--- src/rtl/run_controller.sv ---
// Purpose : execution sequencer issuing a per-cycle advance enable to a single-cycle CPU.
// Latency : command accepted at edge T gives the first cpu_en_o in cycle T+1; stops take effect in the cycle they are seen.
// Backpres: cmd_ready_o is high in IDLE for any op; while running only HALT is accepted, other ops wait.
//
// Ports:
//   clk_i, rst_i           clock, synchronous active-high reset
//   cmd_valid_i/_op_i/_count_i, cmd_ready_o   command port (00 RUN, 01 STEP, 10 HALT, 11 RUN_N)
//   bp_en_i, bp_addr_i     PC breakpoint
//   pc_i, instr_i          current PC and instruction word fetched from it
//   cpu_en_o               CPU executes one instruction on the coming edge
//   busy_o                 running (RUN or RUN_N)
//   halt_cause_o           000 none, 001 count done, 010 HALT, 011 breakpoint, 100 zero instruction
//   retired_o              count of edges with cpu_en_o high (wraps)
module run_controller #(
   parameter int CNT_W = 16
) (
   input  logic             clk_i,
   input  logic             rst_i,
   input  logic             cmd_valid_i,
   input  logic [1:0]       cmd_op_i,
   input  logic [CNT_W-1:0] cmd_count_i,
   output logic             cmd_ready_o,
   input  logic             bp_en_i,
   input  logic [31:0]      bp_addr_i,
   input  logic [31:0]      pc_i,
   input  logic [31:0]      instr_i,
   output logic             cpu_en_o,
   output logic             busy_o,
   output logic [2:0]       halt_cause_o,
   output logic [31:0]      retired_o
);

   typedef enum logic [1:0] {
      ST_IDLE  = 2'd0,
      ST_RUN   = 2'd1,
      ST_RUN_N = 2'd2
   } state_t;

   localparam logic [1:0] OP_RUN   = 2'b00;
   localparam logic [1:0] OP_STEP  = 2'b01;
   localparam logic [1:0] OP_HALT  = 2'b10;
   localparam logic [1:0] OP_RUN_N = 2'b11;

   localparam logic [2:0] CAUSE_NONE  = 3'b000;
   localparam logic [2:0] CAUSE_COUNT = 3'b001;
   localparam logic [2:0] CAUSE_HALT  = 3'b010;
   localparam logic [2:0] CAUSE_BP    = 3'b011;
   localparam logic [2:0] CAUSE_ZERO  = 3'b100;

   state_t           state, state_n;
   logic [CNT_W-1:0] remaining, remaining_n;
   logic             first, first_n;
   logic [2:0]       cause, cause_n;
   logic [31:0]      retired, retired_n;
   logic             cpu_en;
   logic             accept;
   logic             stop_zero;
   logic             stop_bp;

   always_ff @(posedge clk_i) begin
      if (rst_i) begin
         state     <= ST_IDLE;
         remaining <= '0;
         first     <= 1'b0;
         cause     <= CAUSE_NONE;
         retired   <= '0;
      end else begin
         state     <= state_n;
         remaining <= remaining_n;
         first     <= first_n;
         cause     <= cause_n;
         retired   <= retired_n;
      end
   end

   // While running only HALT may be taken; any other op stays pending on the port.
   assign cmd_ready_o = (state == ST_IDLE) || (cmd_op_i == OP_HALT);
   assign accept      = cmd_valid_i && cmd_ready_o;
   assign stop_zero   = (instr_i == 32'h0);
   // The first instruction of a command ignores the breakpoint so a resume can leave it.
   assign stop_bp     = bp_en_i && (pc_i == bp_addr_i) && !first;

   always_comb begin
      state_n     = state;
      remaining_n = remaining;
      first_n     = first;
      cause_n     = cause;
      retired_n   = retired;
      cpu_en      = 1'b0;

      case (state)
         ST_IDLE: begin
            if (accept) begin
               case (cmd_op_i)
                  OP_RUN: begin
                     state_n = ST_RUN;
                     cause_n = CAUSE_NONE;
                     first_n = 1'b1;
                  end
                  OP_STEP: begin
                     state_n     = ST_RUN_N;
                     remaining_n = CNT_W'(1);
                     cause_n     = CAUSE_NONE;
                     first_n     = 1'b1;
                  end
                  OP_RUN_N: begin
                     first_n = 1'b1;
                     if (cmd_count_i == '0) begin
                        // Nothing to execute: complete immediately without leaving IDLE.
                        cause_n = CAUSE_COUNT;
                     end else begin
                        state_n     = ST_RUN_N;
                        remaining_n = cmd_count_i;
                        cause_n     = CAUSE_NONE;
                     end
                  end
                  default: begin
                     cause_n = CAUSE_HALT;
                  end
               endcase
            end
         end
         default: begin
            if (stop_zero) begin
               state_n = ST_IDLE;
               cause_n = CAUSE_ZERO;
            end else if (stop_bp) begin
               state_n = ST_IDLE;
               cause_n = CAUSE_BP;
            end else if (accept) begin
               // Only HALT can be accepted here.
               state_n = ST_IDLE;
               cause_n = CAUSE_HALT;
            end else begin
               cpu_en    = 1'b1;
               retired_n = retired + 32'd1;
               first_n   = 1'b0;
               if (state == ST_RUN_N) begin
                  remaining_n = remaining - CNT_W'(1);
                  if (remaining == CNT_W'(1)) begin
                     state_n = ST_IDLE;
                     cause_n = CAUSE_COUNT;
                  end
               end
            end
         end
      endcase
   end

   assign cpu_en_o     = cpu_en;
   assign busy_o       = (state != ST_IDLE);
   assign halt_cause_o = cause;
   assign retired_o    = retired;

endmodule

--- config.mk ---
export PLATFORM = sky130hd
export DESIGN_NAME = run_controller
export DESIGN_NICKNAME = d
export VERILOG_FILES = /design/src/rtl/run_controller.sv
export SDC_FILE = /design/constraint.sdc
export NUM_CORES = 1
export LEC_CHECK = 0
export BUFFER_PORTS_ARGS = -buffer_cell sky130_fd_sc_hd__clkbuf_2
export CAP_MARGIN = 30
export CORE_ASPECT_RATIO = 2
export CORE_MARGIN = 5
export CORE_UTILIZATION = 40
export DETAILED_ROUTE_END_ITERATION = 8
export HOLD_SLACK_MARGIN = 0.08
export PLACE_DENSITY = 0.81
export SLEW_MARGIN = 0
export SYNTH_ARGS = -nofsm -noshare
export SYNTH_HDL_FRONTEND = slang
export SYNTH_SLANG_ARGS = --single-unit
--- constraint.sdc ---
create_clock -name clk_i -period 1.99 [get_ports clk_i]
set_input_delay 0.2985 -clock clk_i [delete_from_list [all_inputs] [get_ports clk_i]]
set_output_delay 0.2985 -clock clk_i [all_outputs]
set_load 0.1 [all_outputs]
==> results of run 1 <==
==> layout by cell type, fill, tap and decap left out, drive strengths merged, types with 3 or more instances in the layout <==
cell and n:
clkbuf 157, buf 107, dfxtp 54, nand2 31, nor4 31, a21oi 29, or4 25, o31ai 23
xor2 23, nor2 23, nand4 17, nand3 17, xnor2 16, nor2b 13, mux2 13, inv 11
nor3 8, o21ai 8, a22oi 6, or3 6, o311ai 6, o32ai 5, mux2i 4, o2111ai 4
or2 4, and4 3, nor4b 3, and3 3, o41ai 3, nor3b 3, ha 3
==> final cells by class <==
type	count	area, um2	area share [%]
clock buffers	5	125.1	2.096
well taps	102	127.6	2.137
flip-flops and latches	54	1166	19.53
repair buffers	259	1757	29.42
inverters	10	40.04	0.6706
clock inverters	3	23.77	0.3982
multi-input cells	355	2731	45.75
==> per-stage QoR <==
step / utilization [%] / power (mW) / setup slack, ps / setup TNS, ps / instances
final: 66.25 / 3.152 / -174.9 / -3462 / 788
after global routing: 66.25 / 3.287 / -188.9 / -4805 / 788
after CTS: 63.27 / 3.039 / -274.1 / -6218 / 777
after detailed placement: 59.78 / 2.119 / -496.5 / -17470 / 763
after global placement: 59.78 / 2.104 / -462.9 / -15550 / 763
after floorplan: - / 1.640 / -262.0 / -4932 / 445
==> how the worst min path moves through the flow <==
stage                                       from  cells after the start                            to
finish                            cmd_count_i[7]                      4     remaining[7]$_SDFFE_PP0P_
global route                      cmd_count_i[7]                      4     remaining[7]$_SDFFE_PP0P_
CTS                               cmd_count_i[7]                      4     remaining[7]$_SDFFE_PP0P_
detailed placement  halt_cause_o[2]$_SDFFE_PP0P_                      2  halt_cause_o[2]$_SDFFE_PP0P_
global placement    halt_cause_o[1]$_SDFFE_PP0P_                      2  halt_cause_o[1]$_SDFFE_PP0P_
floorplan             remaining[12]$_SDFFE_PP0P_                      2    remaining[12]$_SDFFE_PP0P_
==> sequential cells by signal (all words and copies together) (netlist names) <==
signal	flops
state	2
retired_o	32
remaining	16
first	1
halt_cause_o	3
==> routing by layer <==
layer	vias up	wire length (um)	GRT usage [%]
li1	2211	-	-
met1	2292	4927	23.19
met2	220	8399	45.48
met3	54	662	2.416
met4	0	837	16.61
met5	-	0	0
==> cell families after synthesis <==
family	synth area share, %
buffers and inverters	5.406
xor gates and xnor gates	9.282
adders and majority gates	1.020
DFF	29.38
and+or+nand+nor	31.38
AOI/OAI and AO/OA	18.26
muxes	5.270
==> worst register-to-register path: stages, from the launching register on <==
cell     delay, ps
dfxtp_2        350
nor2_2          60
inv_4          100
o21ai_2        130
or4_4          610
buf_12         170
or4b_1         460
a21oi_1        140
==> power breakdown <==
group          switching, mW  leakage (nW)  total, mW  internal, mW
logic                  0.567          1.97       1.13         0.561
clock network          0.429        0.0664      0.901         0.472
registers             0.0349         0.457       1.12          1.09
==> what timing repair did <==
item	4_1_cts	5_1_grt
hold buffers	0	0
gates cloned	3	1
pin swaps	4	21
resized for setup	24	45
setup buffers	3	11
endpoints found under the setup margin	39	53
==> qor.txt, run 1 <==
Max incr delay on CP: 530 ps
Area leader, netlist: dfxtp_1
WP data arrival: 1870 ps
Mapped Area: 0.003680 mm2
Worst-skew pair later-pin latency: 300 ps
Critical path depth in cells: 7
Sequential area share after synthesis: 29.38%
WL final: 14830 um
Reg2Reg Setup Slack: -110 ps
Hold Slack: 391.8 ps
CTS Sinks: 54
Worst path required time: 1690 ps
Predominant post-synthesis flop cell: dfxtp_1
Nets: 806
Tot GR Track Use: 24.06%
Net Count, Synth: 566
Grt ovf: 0
RSZ-0062 raised after global routing: yes
Synth cell types: 61
Die width: 77.82 um
R2R Path End: retired_o[14]$_SDFFE_PP0P_
DRT Pass-1 Iters: 4
CP delay by family, top: simple AND/OR/NAND/NOR gates
Reg2Reg Depth: 7
Final Max Tran Viols: 0
Synth Area per Inst: 8.269 um2
Post-synth top area share: 29.38%
DRT iter0 DRCs: 206
Final clock skew: 8.152 ps
# IOs: 156
Num rows: 49
Final critical-path required period: 2165 ps
Antenna violations before repair: 0
Worst Tran Pin Value: 578.0 ps
Failing checks: setup timing
Max-Cap Viols: 0
Initial core utilization: 40.83%
Layout cells sized above 1: 52.48%
Asr flop ratio synth: 0%
Synth-to-layout area growth: 62.26%
P_leak: 2.492 nW
Worst min-delay path class: input port to flip-flop
P per Cell Area: 527.9 mW/mm2
Final Cell Area: 0.005971 mm2
I/O Buffers: 155
Crit-path max FO: 2
R2R Path Start: state[1]$_SDFFE_PP0P_
Crit path cell chain: buf_6, xor2_2, or4_1, nor4b_2, and3_4, nor2_4, buf_12
H-tree depth: 2
Vias/cell: 6.062
Largest net degree at the start of global routing: 38
Mapped Cells: 445
Routed vias: 4777
Final Hold Vio Count: 0
Status: complete, but fails checks
Post-DP HPWL: 11130 um
Period utilization: 108.8%
Final worst slack: -174.9 ps
Routed wire per std cell: 18.81 um
Post-synth EDFFs: 0
Global-route wire length before repair: 22580 um
Final antenna-violating net count: 0
WS Path Type: input port to output pin
Die H: 145.6 um
Synthesized flop and latch total: 54
Remaining DRCs: 0
F_max: 461.9 MHz
Critical path endpoint: cpu_en_o
Clk buf depth: 2
Core area: 0.009012 mm2
Die area: 0.01133 mm2
CP bufs+invs: 2
Top cells by count, synth: 54 x dfxtp_1, 30 x nand2_1, 30 x nor4_1
Vias in the first global route: 4930
Most frequent cell after synthesis: dfxtp_1
RePlAce Congestion: 0.8634
Worst vdd ir: 490.5 uV
Setup-failing EPs final: 34
Top cells by area, synth: dfxtp_1 29%, xor2_1 5.5%, nor4_1 5.1%
Root Buffer: clkbuf_16
Critical Path Sink Type: output pin
CTS tree: built
Total CTS buffers: 5
Fillcell total: 695
Clock slew at reported path FFs: 70 ps
Crit. Startpoint: pc_i[24]
Yosys warns: 0
Ant. Diodes: 0
Crit start category: input port
Slew Limit Headroom: 61.63%
Worst path slowest cell: or4_1
Placed cell areas: 0.005388 mm2
Note: power is estimated with default switching activity, not from simulation.
==> run 2, diff against run 1 <==
CORE_ASPECT_RATIO = 1.25   (was 2)
==> run 2 against run 1 <==
- the flow still finishes with violations (setup timing)
- critical endpoint is now retired_o[16]$_SDFFE_PP0P_
- sequential share of layout area is 1.7 points lower
- highest routed layer unchanged
- global-route usage is 1.3 points higher
- clock skew is 5.9 ps higher
- cell area is 9.1% higher
==> qor.txt, run 2 (same netlist as run 1, synthesis figures left out) <==
Ant. Diodes: 0 (unchanged)
Cell Int Power: 2.056 mW (was 2.122 mW)
Clock power frac: 28.8% (was 28.6%)
Root Buffer: clkbuf_16 (unchanged)
Worst Tran Pin Value: 776.7 ps (was 578.0 ps)
Crit start category: flip-flop (was input port)
Max-Cap Viols: 0 (unchanged)
F_max: 442.7 MHz (was 461.9 MHz)
H-tree depth: 2 (unchanged)
Worst path required time: 2140 ps (was 1690 ps)
DP Worst Slack: -394.7 ps (was -496.5 ps)
Hold Slack: 383.4 ps (was 391.8 ps)
Core area: 0.009076 mm2 (was 0.009012 mm2)
Reg2Reg Depth: 7 (unchanged)
Vias in the first global route: 4804 (was 4930)
Worst min-delay path class: input port to flip-flop (unchanged)
Total CTS buffers: 5 (unchanged)
Final Max Tran Viols: 0 (unchanged)
CP delay by family, top: simple AND/OR/NAND/NOR gates (unchanged)
Reg2Reg Setup Slack: -270 ps (was -110 ps)
Sw power: 1.026 mW (was 1.030 mW)
Setup-failing EPs final: 34 (unchanged)
WP data arrival: 2410 ps (was 1870 ps)
P per Cell Area: 472.9 mW/mm2 (was 527.9 mW/mm2)
Clk buf depth: 2 (unchanged)
Clock slew at reported path FFs: 80 ps (was 70 ps)
Global-route wire length before repair: 22960 um (was 22580 um)
Worst-skew pair later-pin latency: 300 ps (about the same)
Antenna violations before repair: 0 (unchanged)
Hold path endpoint: remaining[7]$_SDFFE_PP0P_ (unchanged)
Worst Hold Path Cells: 4 (unchanged)
DRT Pass-1 Iters: 7 (was 4)
Crit-path max FO: 8 (was 2)
DRT iter0 DRCs: 254 (was 206)
# IOs: 156 (unchanged)
Die area: 0.01123 mm2 (was 0.01133 mm2)
I/O Buffers: 155 (unchanged)
Failing checks: setup timing (unchanged)
Commonest non-fill, non-tap cells in the layout: 151 x clkbuf_2, 84 x buf_4, 29 x nand2_1 (was 151 x clkbuf_2, 85 x buf_4, 28 x nand2_1)
CTS Sinks: 54 (unchanged)
Remaining DRCs: 0 (unchanged)
Routed vias: 4891 (was 4777)
Final Hold Vio Count: 0 (unchanged)
RSZ-0062 raised after global routing: yes (unchanged)
Routed wire per std cell: 20.37 um (was 18.81 um)
Register area: 0.001165 mm2 (was 0.001166 mm2)
Layout Utilization: 71.78% (was 66.25%)
CP bufs+invs: 2 (unchanged)
WS Path Type: flip-flop to flip-flop (was input port to output pin)
Grt ovf: 0 (unchanged)
Critical Path Sink Type: flip-flop (was output pin)
Hold-fix buffers, CTS: 0 (unchanged)
Nets: 807 (was 806)
Reg power frac: 36.3% (was 35.6%)
Num rows: 39 (was 49)
Worst vdd ir: 382.7 uV (was 490.5 uV)
Gate power share: 34.9% (was 35.8%)
R2R Path Start: retired_o[3]$_SDFFE_PP0P_ (was state[1]$_SDFFE_PP0P_)
R2R Path End: retired_o[16]$_SDFFE_PP0P_ (was retired_o[14]$_SDFFE_PP0P_)
Max FFs per register: 32 (unchanged)
Die H: 117.2 um (was 145.6 um)
Post-DP HPWL: 9923 um (was 11130 um)
Fillcell total: 614 (was 695)
Worst Hold Launch: cmd_count_i[7] (unchanged)
Sw frac: 33.29% (was 32.69%)
Slew Limit Headroom: 48.22% (was 61.63%)
Most common cell after layout, fill and taps aside: clkbuf_2 (unchanged)
Final antenna-violating net count: 0 (unchanged)
Synth-to-layout area growth: 77.05% (was 62.26%)
Initial core utilization: 40.54% (was 40.83%)
WL final: 16500 um (was 14830 um)
Crit path cell chain: and3_4, nand4_1, or4_4, buf_8, buf_4, o31ai_4, a21oi_4 (was buf_6, xor2_2, or4_1, nor4b_2, and3_4, nor2_4, buf_12)
Final worst slack: -268.7 ps (was -174.9 ps)
Final clock skew: 14.07 ps (was 8.152 ps)
Largest net degree at the start of global routing: 27 (was 38)
Period utilization: 113.5% (was 108.8%)
CTS tree: built (unchanged)
P_leak: 2.598 nW (was 2.492 nW)
Tot GR Track Use: 25.37% (was 24.06%)
Max incr delay on CP: 530 ps (about the same)
Area occupied by multi-input gates: 0.003192 mm2 (was 0.002731 mm2)
Worst path slowest cell: or4_4 (was or4_1)
Final critical-path required period: 2259 ps (was 2165 ps)
Die width: 95.79 um (was 77.82 um)
Layout cells sized above 1: 61.72% (was 52.48%)
RePlAce Congestion: 0.9607 (was 0.8634)
Status: complete, but fails checks (unchanged)
Vias/cell: 6.038 (was 6.062)
-- run 2: cell types whose count changed in the layout (fill, tap and decap cells not counted), sizes merged --
cell / before / now
clkinv: 0 / 2
clkinvlp: 2 / 0
inv: 11 / 10
buf: 107 / 109
-- run 2: worst max path at each step --
| stage | startpoint | to | slack, ps | cells after the start |
|---|---|---|---|---|
| after floorplan | retired_o[4]$_SDFFE_PP0P_ | retired_o[30]$_SDFFE_PP0P_ | -260 | 7 |
| after global placement | bp_addr_i[12] | remaining[13]$_SDFFE_PP0P_ | -340 | 9 |
| after detailed placement | bp_addr_i[16] | retired_o[16]$_SDFFE_PP0P_ | -390 | 9 |
| after CTS | bp_addr_i[24] | cpu_en_o | -270 | 8 |
| after global routing | retired_o[5]$_SDFFE_PP0P_ | retired_o[16]$_SDFFE_PP0P_ | -290 | 7 |
| final | retired_o[3]$_SDFFE_PP0P_ | retired_o[16]$_SDFFE_PP0P_ | -270 | 7 |
-- run 2: tightest hold or removal path: cells and delay by family --
| family | cells | cell delay [ps] |
|---|---|---|
| AO/OA/AOI/OAI | 2 | 180 |
| buffers and inverters | 1 | 100 |
| AND/OR/NAND/NOR | 1 | 60 |
-- run 2: metrics by stage --
stage | std cells | TNS [ps] | area (um2) | power, mW
final | 810 | -3243 | 6515 | 3.081
after global routing | 810 | -5693 | 6515 | 3.190
after CTS | 802 | -5166 | 5952 | 2.971
after detailed placement | 776 | -16110 | 5341 | 2.083
after global placement | 776 | -13660 | 5341 | 2.054
after floorplan | 445 | -4932 | 3897 | 1.640
-- run 2: routing by layer --
| metal | part of all wire, % | up-vias | global-route usage (%) |
|---|---|---|---|
| met5 | 0 | - | 0 |
| met4 | 3.8 | 0 | 10.25 |
| met3 | 6.5 | 65 | 4.156 |
| met2 | 52 | 269 | 45.92 |
| met1 | 37 | 2351 | 29.41 |
| li1 | - | 2206 | - |
-- run 2: layout make-up --
type                    instances  area share [%]
well taps                     123           2.362
clock buffers                   6           1.978
flip-flops and latches         54           17.88
inverters                      10          0.6146
repair buffers                260           27.96
multi-input cells             355           48.99
clock inverters                 2          0.2113
-- run 2: power by group through the flow --
stage	clock network, mW	logic, mW	registers, mW
floorplan	0	0.467	1.17
global placement	0	0.918	1.14
detailed placement	0	0.945	1.14
CTS	0.877	0.981	1.11
global route	0.918	1.15	1.12
finish	0.886	1.08	1.12
-- run 2: what timing repair did --
action	in CTS	in global routing
pin swaps	44	48
buffers inserted	20	11
endpoints found under the setup margin	38	54
gates resized for setup	60	97
gates cloned	4	2
